<file path="src/rtl/identify_sequencer_pkg.sv">
// Shared types and helpers for the Identify front-end sequencer.
package identify_pkg;

  localparam logic [5:0] PRIMARY_OPCODE_PREFIX = 6'b100000;

  typedef enum logic [1:0] {
    S_EMPTY,
    S_PREFIX,
    S_FULL
  } seq_state_t;

  function automatic logic is_prefix(input logic [31:0] word);
    return word[5:0] == PRIMARY_OPCODE_PREFIX;
  endfunction

endpackage

</file>
<file path="src/rtl/identify_sequencer_if.sv">
// Fetch-side and Identify-side handshake bundle of the sequencer.
interface identify_sequencer_if #(
  parameter int unsigned DEPTH = 4
);
  localparam int unsigned CW = $clog2(DEPTH) + 1;

  logic          i_word_valid;
  logic [31:0]   i_word;
  logic          o_word_ready;
  logic          o_instr_valid;
  logic [63:0]   o_instr;
  logic          o_instr_prefixed;
  logic          i_instr_ready;
  logic          o_err_prefix;
  logic [CW-1:0] o_fifo_count;

  // Sequencer side
  modport master (
    input  i_word_valid, i_word, i_instr_ready,
    output o_word_ready, o_instr_valid, o_instr, o_instr_prefixed,
           o_err_prefix, o_fifo_count
  );

  // Fetch / Identify side
  modport slave (
    output i_word_valid, i_word, i_instr_ready,
    input  o_word_ready, o_instr_valid, o_instr, o_instr_prefixed,
           o_err_prefix, o_fifo_count
  );
endinterface

</file>
<file path="src/rtl/identify_sequencer_word_fifo.sv">
// Instruction word FIFO; head is registered state, so there is no bypass.
module word_fifo #(
  parameter int unsigned DEPTH = 4
) (
  input  logic                     i_clk,
  input  logic                     i_rst,
  input  logic                     i_clear,
  input  logic                     i_push,
  input  logic [31:0]              i_data,
  input  logic                     i_pop,
  output logic [31:0]              o_head,
  output logic [$clog2(DEPTH):0]   o_count
);
  localparam int unsigned AW = $clog2(DEPTH);
  localparam int unsigned CW = AW + 1;

  logic [31:0]   mem_q [DEPTH];
  logic [AW-1:0] wr_ptr_q, wr_ptr_d;
  logic [AW-1:0] rd_ptr_q, rd_ptr_d;
  logic [CW-1:0] count_q, count_d;

  // Pointer and occupancy next-state; pointers wrap naturally at DEPTH
  always_comb begin
    wr_ptr_d = wr_ptr_q;
    rd_ptr_d = rd_ptr_q;
    count_d  = count_q;
    if (i_push) wr_ptr_d = wr_ptr_q + AW'(1);
    if (i_pop)  rd_ptr_d = rd_ptr_q + AW'(1);
    if (i_push && !i_pop)      count_d = count_q + CW'(1);
    else if (!i_push && i_pop) count_d = count_q - CW'(1);
  end

  // Pointer/occupancy registers; clear discards contents on redirect
  always_ff @(posedge i_clk) begin
    if (!i_rst || i_clear) begin
      wr_ptr_q <= '0;
      rd_ptr_q <= '0;
      count_q  <= '0;
    end else begin
      wr_ptr_q <= wr_ptr_d;
      rd_ptr_q <= rd_ptr_d;
      count_q  <= count_d;
    end
  end

  // Storage write
  always_ff @(posedge i_clk) begin
    if (i_push) mem_q[wr_ptr_q] <= i_data;
  end

  assign o_head  = mem_q[rd_ptr_q];
  assign o_count = count_q;
endmodule

</file>
<file path="src/rtl/identify_sequencer.sv">
// Buffers fetch words and assembles prefix+suffix pairs into one 64-bit slot.
module identify_sequencer
  import identify_pkg::*;
#(
  parameter int unsigned DEPTH = 4
) (
  input  logic                 i_clk,
  input  logic                 i_rst,
  input  logic                 i_flush,
  identify_sequencer_if.master bus
);
  localparam int unsigned CW = $clog2(DEPTH) + 1;

  seq_state_t    state_q, state_d;
  logic [63:0]   instr_q, instr_d;
  logic          prefixed_q, prefixed_d;
  logic          err_q, err_d;
  logic          push, pop, take_head, fifo_nonempty;
  logic [31:0]   head;
  logic [CW-1:0] count;

  assign bus.o_word_ready = (count < CW'(DEPTH)) && !i_flush;
  assign push             = bus.i_word_valid && bus.o_word_ready;
  assign fifo_nonempty    = count != '0;

  word_fifo #(.DEPTH(DEPTH)) u_fifo (
    .i_clk   (i_clk),
    .i_rst   (i_rst),
    .i_clear (i_flush),
    .i_push  (push),
    .i_data  (bus.i_word),
    .i_pop   (pop),
    .o_head  (head),
    .o_count (count)
  );

  // Assembler next-state: a free slot (empty or consumed this cycle) takes the head
  always_comb begin
    state_d    = state_q;
    instr_d    = instr_q;
    prefixed_d = prefixed_q;
    err_d      = 1'b0;
    pop        = 1'b0;
    take_head  = 1'b0;
    if (i_flush) begin
      state_d = S_EMPTY;
    end else begin
      unique case (state_q)
        S_EMPTY: take_head = 1'b1;
        S_FULL: begin
          if (bus.i_instr_ready) begin
            take_head = 1'b1;
            state_d   = S_EMPTY;
          end
        end
        S_PREFIX: begin
          if (fifo_nonempty) begin
            pop = 1'b1;
            if (is_prefix(head)) begin
              instr_d[31:0] = head;
              err_d         = 1'b1;
            end else begin
              instr_d[63:32] = head;
              prefixed_d     = 1'b1;
              state_d        = S_FULL;
            end
          end
        end
        default: state_d = S_EMPTY;
      endcase
      if (take_head && fifo_nonempty) begin
        pop        = 1'b1;
        instr_d    = {32'b0, head};
        prefixed_d = 1'b0;
        state_d    = is_prefix(head) ? S_PREFIX : S_FULL;
      end
    end
  end

  // State and output slot registers
  always_ff @(posedge i_clk) begin
    if (!i_rst) begin
      state_q    <= S_EMPTY;
      instr_q    <= '0;
      prefixed_q <= 1'b0;
      err_q      <= 1'b0;
    end else begin
      state_q    <= state_d;
      instr_q    <= instr_d;
      prefixed_q <= prefixed_d;
      err_q      <= err_d;
    end
  end

  assign bus.o_instr_valid    = state_q == S_FULL;
  assign bus.o_instr          = instr_q;
  assign bus.o_instr_prefixed = prefixed_q;
  assign bus.o_err_prefix     = err_q;
  assign bus.o_fifo_count     = count;
endmodule

</file>
<file path="src/flat_wrapper.sv">
// flat-port wrapper written by rule: the top's interface ports become plain ports
module identify_sequencer_flat import identify_pkg::*;
#(
  parameter int unsigned DEPTH = 4
)
  (i_clk, i_rst, i_flush, bus_i_word_valid, bus_i_word, bus_i_instr_ready, bus_o_word_ready, bus_o_instr_valid, bus_o_instr, bus_o_instr_prefixed, bus_o_err_prefix, bus_o_fifo_count);
  identify_sequencer_if #(.DEPTH(DEPTH)) bus_i ();
  input  logic i_clk;
  input  logic i_rst;
  input  logic i_flush;
  input wire logic [$bits(bus_i.i_word_valid)-1:0] bus_i_word_valid;
  input wire logic [$bits(bus_i.i_word)-1:0] bus_i_word;
  input wire logic [$bits(bus_i.i_instr_ready)-1:0] bus_i_instr_ready;
  output wire logic [$bits(bus_i.o_word_ready)-1:0] bus_o_word_ready;
  output wire logic [$bits(bus_i.o_instr_valid)-1:0] bus_o_instr_valid;
  output wire logic [$bits(bus_i.o_instr)-1:0] bus_o_instr;
  output wire logic [$bits(bus_i.o_instr_prefixed)-1:0] bus_o_instr_prefixed;
  output wire logic [$bits(bus_i.o_err_prefix)-1:0] bus_o_err_prefix;
  output wire logic [$bits(bus_i.o_fifo_count)-1:0] bus_o_fifo_count;
  assign bus_i.i_word_valid = bus_i_word_valid;
  assign bus_i.i_word = bus_i_word;
  assign bus_i.i_instr_ready = bus_i_instr_ready;
  assign bus_o_word_ready = bus_i.o_word_ready;
  assign bus_o_instr_valid = bus_i.o_instr_valid;
  assign bus_o_instr = bus_i.o_instr;
  assign bus_o_instr_prefixed = bus_i.o_instr_prefixed;
  assign bus_o_err_prefix = bus_i.o_err_prefix;
  assign bus_o_fifo_count = bus_i.o_fifo_count;
  identify_sequencer #(.DEPTH(DEPTH)) u_core (.i_clk(i_clk), .i_rst(i_rst), .i_flush(i_flush), .bus(bus_i));
endmodule
</file>
<file path="config.mk">
export PLATFORM = sky130hd
export DESIGN_NAME = identify_sequencer_flat
export DESIGN_NICKNAME = d
export VERILOG_FILES = /design/src/rtl/identify_sequencer_pkg.sv /design/src/rtl/identify_sequencer_if.sv /design/src/rtl/identify_sequencer_word_fifo.sv /design/src/rtl/identify_sequencer.sv /design/src/flat_wrapper.sv
export SDC_FILE = /design/constraint.sdc
export NUM_CORES = 1
export LEC_CHECK = 0
export ABC_AREA = 1
export BUFFER_PORTS_ARGS = -buffer_cell sky130_fd_sc_hd__buf_2
export CORE_ASPECT_RATIO = 1.75
export CORE_MARGIN = 3
export CORE_UTILIZATION = 25
export CTS_CLUSTER_SIZE = 14
export DETAILED_ROUTE_END_ITERATION = 8
export HOLD_SLACK_MARGIN = 0.15
export PLACE_DENSITY = 0.47
export SYNTH_ARGS = -nofsm -noshare
export SYNTH_HDL_FRONTEND = slang
export SYNTH_SLANG_ARGS = --single-unit
export TNS_END_PERCENT = 10
</file>
<file path="constraint.sdc">
create_clock -name i_clk -period 2.44 [get_ports i_clk]
set_input_delay 0.366 -clock i_clk [delete_from_list [all_inputs] [get_ports i_clk]]
set_output_delay 0.366 -clock i_clk [all_outputs]
set_load 0.005 [all_outputs]
</file>
==> results.yml, run 1 <==
drt:
  drtIter0Drc: 245
  drc: 0
  first_pass_iters: 6
  totalWireLength_um: 21500
  wl_per_cell_um: 15.35
  via_per_inst: 4.276
  ant_nets: 0
  vias: 5990
synth:
  syn_inst: 846
  netlist.area_leader.share_pct: 46.70
  avgSynthCellArea_um2: 9.729
  synth_top_cell_by_area: "edfxtp_1"
  yosys.cell_types.count: 28
  seq_area_frac_synth_pct: 65.43
  synthTopCellsByArea: "edfxtp_1 47%, dfxtp_1 19%, nand2_1 9.7%, inv_1 4.8%, a21oi_1 4.1%"
  synth_most_common_cell: "nand2_1"
  ys.flop_type: "edfxtp_1"
  synth_common_cells: "212 x nand2_1, 128 x edfxtp_1, 106 x inv_1, 78 x nor2_1, 77 x dfxtp_1"
  synth-edff-count: 128
  netlist_area_um2: 8230
  ys_async_sr_fraction_pct: 0
  yosys_warnings: 0
  ys_seq_elements: 205
  synth_nets: 889
sta:
  setup_viol: 0
  tightest_slew_ns: 0.6155
  rsz0062_at_grt: "false"
  finClkSkew_ns: 0.009440
  fmax_mhz: 454.3
  finalCritPeriodShare_pct: 90.21
  period_needed_ns: 2.201
  finalSetupTns_ns: 0
  drv_slew: 0
  hold_viol: 0
  slew_headroom_pct: 58.97
place:
  place_congestion: 0.7339
  placed_cell_area_um2: 9296
  io_buffers: 107
  hpwl_um: 13710
cells_and_area:
  final_area_um2: 10280
  drive_gt1_share_pct: 17.70
  nets: 1030
  synthToLayoutAreaGrowth_pct: 24.87
  nFillCells: 3314
setup_path:
  setup.worst_path.start_class: "flip-flop"
  crit_slowest_cell: "fa_1"
  arrival_ns: 2.59
  worstSetupPathType: "flip-flop to flip-flop"
  crit_fanout: 4
  cp_top_family: "compound AO/OA/AOI/OAI gates"
  critPathMaxStageDelay_ns: 0.37
  worst_ep_required_time_ns: 2.83
  path_cells: "nor3_1 -> inv_1 -> o21ai_0 -> nor2_4 -> inv_1 -> ha_1 -> inv_1 -> fa_1 -> a21oi_1 -> o21ai_0 -> o21ai_0 -> a21oi_1"
  end_kind: "flip-flop"
  cp_num_buf_inv: 3
cts:
  cts-root-buf: "clkbuf_16"
  clock_latency_ns: 0.50
  path_clk_slew_ns: 0.07
  ctsHtreeMaxLevel: 1
  cts.path.max_buffers: 3
  cts_buffers: 21
  cts_tree: "yes"
  clock_sinks: 205
  post_cts_buffers: 0
pwr:
  leakagePower_nw: 4.351
  p_per_area_nw_per_um2: 745.1
  power_mw: 7.658
  ir_worst_vdd_mv: 0.4016
floorplanning:
  die-area_um2: 35220
  start_util_pct: 25.46
  core_area_um2: 32330
  die_x_um: 143.2
  die_h_um: 246.0
  rows: 87
  boundaryPins: 108
global_routing:
  grt_pass1_wl_um: 33240
  grt_pass1_vias: 5908
  track_usage_pct: 12.16
  antenna_found_initial: 1
  grt_max_degree: 60
  grt-ovfl-total: 0
job:
  max_cap_violations: 0
hold_path:
  holdCritPathClass: "input pin to flip-flop"
outcome:
  status: "finished, final reports clean"
[cells by family after synthesis]
kind of cell	after synthesis	synth area share, %
simple gates	373	19.11
compound gates	106	6.522
xor+xnor	1	0.1064
fa+ha+maj	6	1.003
buf+inv	155	7.829
flops	205	65.43
[cell usage in the layout, fill, tap and decap left out, types with 21 or more instances in the layout]
cell	netlist	routed
dfxtp_1	77	75
nand2_1	212	211
nand3_1	43	43
clkbuf_16	0	21
o21ai_0	34	34
edfxtp_1	128	128
nor2_1	78	74
buf_2	11	107
dlygate4sd3_1	0	32
a21oi_1	68	68
inv_1	106	106
buf_4	5	21
nand4_1	31	31
[state kept, by name, indices dropped and copies added, names as in the netlist, named ones only]
signal	cells
u_core.u_fifo.mem_q	128
u_core.bus.o_instr	64
u_core.u_fifo.o_count	3
u_core.state_q	2
u_core.u_fifo.rd_ptr_q	2
u_core.u_fifo.wr_ptr_q	2
u_core.bus.o_err_prefix	1
u_core.bus.o_instr_prefixed	1
[area by class of cell]
| class | instances | area [um^2] | share of cell area [%] |
|---|---|---|---|
| Multi-Input combinational cell | 486 | 2238 | 21.78 |
| Clock buffer | 25 | 540.5 | 5.259 |
| Tap cell | 400 | 500.5 | 4.870 |
| Sequential cell | 205 | 5388 | 52.42 |
| Clock inverter | 11 | 113.9 | 1.108 |
| Inverter | 109 | 409.1 | 3.981 |
| Timing Repair Buffer | 164 | 1085 | 10.56 |
| Antenna cell | 1 | 2.502 | 0.02435 |
[per-layer routing]
| metal | routed length, um | vias up | part of all wire, % | global-route usage [%] |
|---|---|---|---|---|
| met5 | 0 | - | 0 | 0 |
| met4 | 506 | 0 | 2.4 | 4.393 |
| met3 | 905 | 28 | 4.2 | 1.631 |
| met2 | 11310 | 122 | 53 | 22.36 |
| met1 | 8778 | 2798 | 41 | 14.19 |
| li1 | - | 3042 | - | - |
[path summary, 6_finish.rpt]
kind                                                          startpoint                                  endpoint  slack, ns  depth (start not counted)
worst max-delay path               u_core.u_fifo.o_count[1]$_SDFFE_PP0P_     u_core.u_fifo.o_count[2]$_SDFFE_PP0P_       0.24                         12
worst max register to register     u_core.u_fifo.o_count[1]$_SDFFE_PP0P_     u_core.u_fifo.o_count[2]$_SDFFE_PP0P_       0.24                         12
worst min register to register  u_core.bus.o_instr_prefixed$_SDFFE_PN0P_  u_core.bus.o_instr_prefixed$_SDFFE_PN0P_       0.46                          2
worst min-delay path                                             i_flush            u_core.state_q[0]$_SDFFE_PP0P_       0.26                          4
[power by group]
part | total [mW] | switching [mW] | internal, mW
clock network | 3.13 | 1.33 | 1.80
registers | 3.83 | 0.0450 | 3.79
logic | 0.694 | 0.448 | 0.247
[repair_timing]
action / 4_1_cts / 5_1_grt
hold endpoints to repair: 128 / 0
gates resized for setup: 0 / 1
hold buffers: 32 / 0
endpoints found under the setup margin: 0 / 5
[metrics by stage]
step	worst slack (ns)	instances	util [%]	hold WS [ns]
after floorplan	-0.04529	846	-	0.4418
after global placement	0.1605	1332	28.75	0.4490
after detailed placement	0.1792	1332	28.75	0.4523
after CTS	0.1616	1400	31.77	0.2320
after global routing	0.02170	1401	31.79	0.2493
final	0.2389	1401	31.79	0.2551
[tightest hold or removal path: cells and delay by family]
kind | cells | cell delay, ns
AO/OA/AOI/OAI | 1 | 0.05
AND/OR/NAND/NOR | 1 | 0.07
buffers and inverters | 2 | 0.23
(Power assumes the default switching activity.)
==> inputs of run 2 (changes only) <==
--- a/config.mk
+++ b/config.mk
@@ -13,7 +13,7 @@
 export CTS_CLUSTER_SIZE = 14
 export DETAILED_ROUTE_END_ITERATION = 8
 export HOLD_SLACK_MARGIN = 0.15
-export PLACE_DENSITY = 0.47
+export PLACE_DENSITY = 0.46
 export SYNTH_ARGS = -nofsm -noshare
 export SYNTH_HDL_FRONTEND = slang
 export SYNTH_SLANG_ARGS = --single-unit
==> constraint.sdc (replaced) <==
create_clock -name i_clk -period 2.74 [get_ports i_clk]
set_input_delay 0.411 -clock i_clk [delete_from_list [all_inputs] [get_ports i_clk]]
set_output_delay 0.411 -clock i_clk [all_outputs]
set_load 0.005 [all_outputs]
==> results.yml, run 2 (synthesized netlist as in run 1, its figures left out) <==
drt:
  totalWireLength_um: 22040
  ant_nets: 0
  wl_per_cell_um: 15.76
  via_per_inst: 4.288
  drtIter0Drc: 260
  first_pass_iters: 4
  vias: 5994
  drc: 0
sta:
  finalCritPeriodShare_pct: 81.84
  drv_slew: 0
  tightest_slew_ns: 0.6434
  setup_viol: 0
  fmax_mhz: 445.9
  setup_ws_ns: 0.4975
  period_needed_ns: 2.243
  rsz0062_at_grt: "false"
  finalSetupTns_ns: 0
  hold_viol: 0
  finClkSkew_ns: 0.01944
  slew_headroom_pct: 57.10
pwr:
  swShare_pct: 23.85
  p_clk_share_pct: 41.2
  power_mw: 6.855
  p_per_area_nw_per_um2: 668.8
  comb_power_share_pct: 9.0
  p_seq_share_pct: 49.9
  ir_worst_vdd_mv: 0.4169
  leakagePower_nw: 4.323
  switchingPower_mw: 1.635
  p_int_mw: 5.220
place:
  dp_slack_ns: 0.4702
  io_buffers: 107
  place_congestion: 0.7304
  hpwl_um: 14170
global_routing:
  antenna_found_initial: 0
  grt_pass1_wl_um: 33840
  grt_max_degree: 66
  grt-ovfl-total: 0
  grt_pass1_vias: 5799
  track_usage_pct: 12.36
outcome:
  status: "finished, final reports clean"
cells_and_area:
  nFillCells: 3295
  top_register: "u_core.u_fifo.mem_q"
  final_cell_mix: "212 x nand2_1, 128 x edfxtp_1, 107 x buf_2, 106 x inv_1, 75 x dfxtp_1"
  nets: 1026
  largest_register_ffs: 128
  drive_gt1_share_pct: 17.33
  layout_commonest_cell: "nand2_1"
  antenna_cells: 0
  synthToLayoutAreaGrowth_pct: 24.52
setup_path:
  crit_fanout: 4
  worst_ep_required_time_ns: 3.13
  crit_slowest_cell: "nor3_1"
  arrival_ns: 2.63
  critPathMaxStageDelay_ns: 0.38
  worstSetupPathType: "flip-flop to flip-flop"
  setup.worst_path.start_class: "flip-flop"
  path_cells: "nor3_1 -> inv_1 -> o21ai_0 -> nor2_4 -> inv_1 -> ha_1 -> inv_1 -> fa_1 -> a21oi_1 -> o21ai_0 -> o21ai_0 -> a21oi_1"
  cp_top_family: "compound AO/OA/AOI/OAI gates"
  end_kind: "flip-flop"
  cp_num_buf_inv: 3
floorplanning:
  die_x_um: 143.2
  die_h_um: 246.0
  core_area_um2: 32330
  start_util_pct: 25.46
  die-area_um2: 35220
  rows: 87
  boundaryPins: 108
cts:
  cts.repair.resized: 0
  ctsHtreeMaxLevel: 1
  path_clk_slew_ns: 0.06
  cts.path.max_buffers: 3
  clock_latency_ns: 0.51
  cts_buffers: 22
  cts-root-buf: "clkbuf_16"
  clock_sinks: 205
  cts_tree: "yes"
job:
  max_cap_violations: 0
hold_path:
  holdCritPathClass: "input pin to flip-flop"
[run 2: metal layers]
layer / up-vias / global-route usage, % / share of wire (%)
met5: - / 0 / 0
met4: 0 / 4.421 / 2.7
met3: 35 / 1.651 / 4.0
met2: 122 / 21.61 / 51
met1: 2794 / 15.45 / 43
li1: 3043 / - / -
[run 2: path summary, 6_finish.rpt]
path                                           end  slack [ns]  depth (start not counted)                                   from
max          u_core.u_fifo.o_count[2]$_SDFFE_PP0P_        0.50                         12  u_core.u_fifo.o_count[1]$_SDFFE_PP0P_
min           u_core.u_fifo.mem_q[0][26]$_DFFE_PP_        0.17                          1                         bus_i_word[26]
max reg2reg  u_core.u_fifo.o_count[2]$_SDFFE_PP0P_        0.50                         12  u_core.u_fifo.o_count[1]$_SDFFE_PP0P_
min reg2reg    u_core.bus.o_instr[61]$_SDFFE_PN0P_        0.46                          2    u_core.bus.o_instr[61]$_SDFFE_PN0P_
[run 2: final cells by class]
cell class	instances	area, um^2	area share (%)
repair buffers	159	1041	10.16
clock buffers	30	601.8	5.872
well taps	400	500.5	4.883
flip-flops and latches	205	5388	52.57
multi-input cells	486	2236	21.82
inverters	109	409.1	3.992
clock inverters	9	72.57	0.7081
[run 2: through the flow]
step | instance area (um^2) | hold WS, ns | utilization, % | std cells
after floorplan | 8230 | 0.4418 | - | 846
after global placement | 9264 | 0.4477 | 28.65 | 1328
after detailed placement | 9264 | 0.4530 | 28.65 | 1328
after CTS | 10250 | 0.1548 | 31.70 | 1398
after global routing | 10250 | 0.1551 | 31.70 | 1398
final | 10250 | 0.1729 | 31.70 | 1398
[run 2: power by group through the flow]
stage	combinational, mW	clock (mW)	sequential, mW
2_1_floorplan	0.332	0	3.48
5_1_grt	0.694	3.03	3.43
6_report	0.614	2.82	3.42
3_3_place_gp	0.580	0	3.49
3_5_place_dp	0.586	0	3.49
4_1_cts	0.625	2.93	3.42
[run 2: repair_timing]
action,CTS,global route
hold buffers,31,0
setup buffers,0,0
hold endpoints to repair,124,0
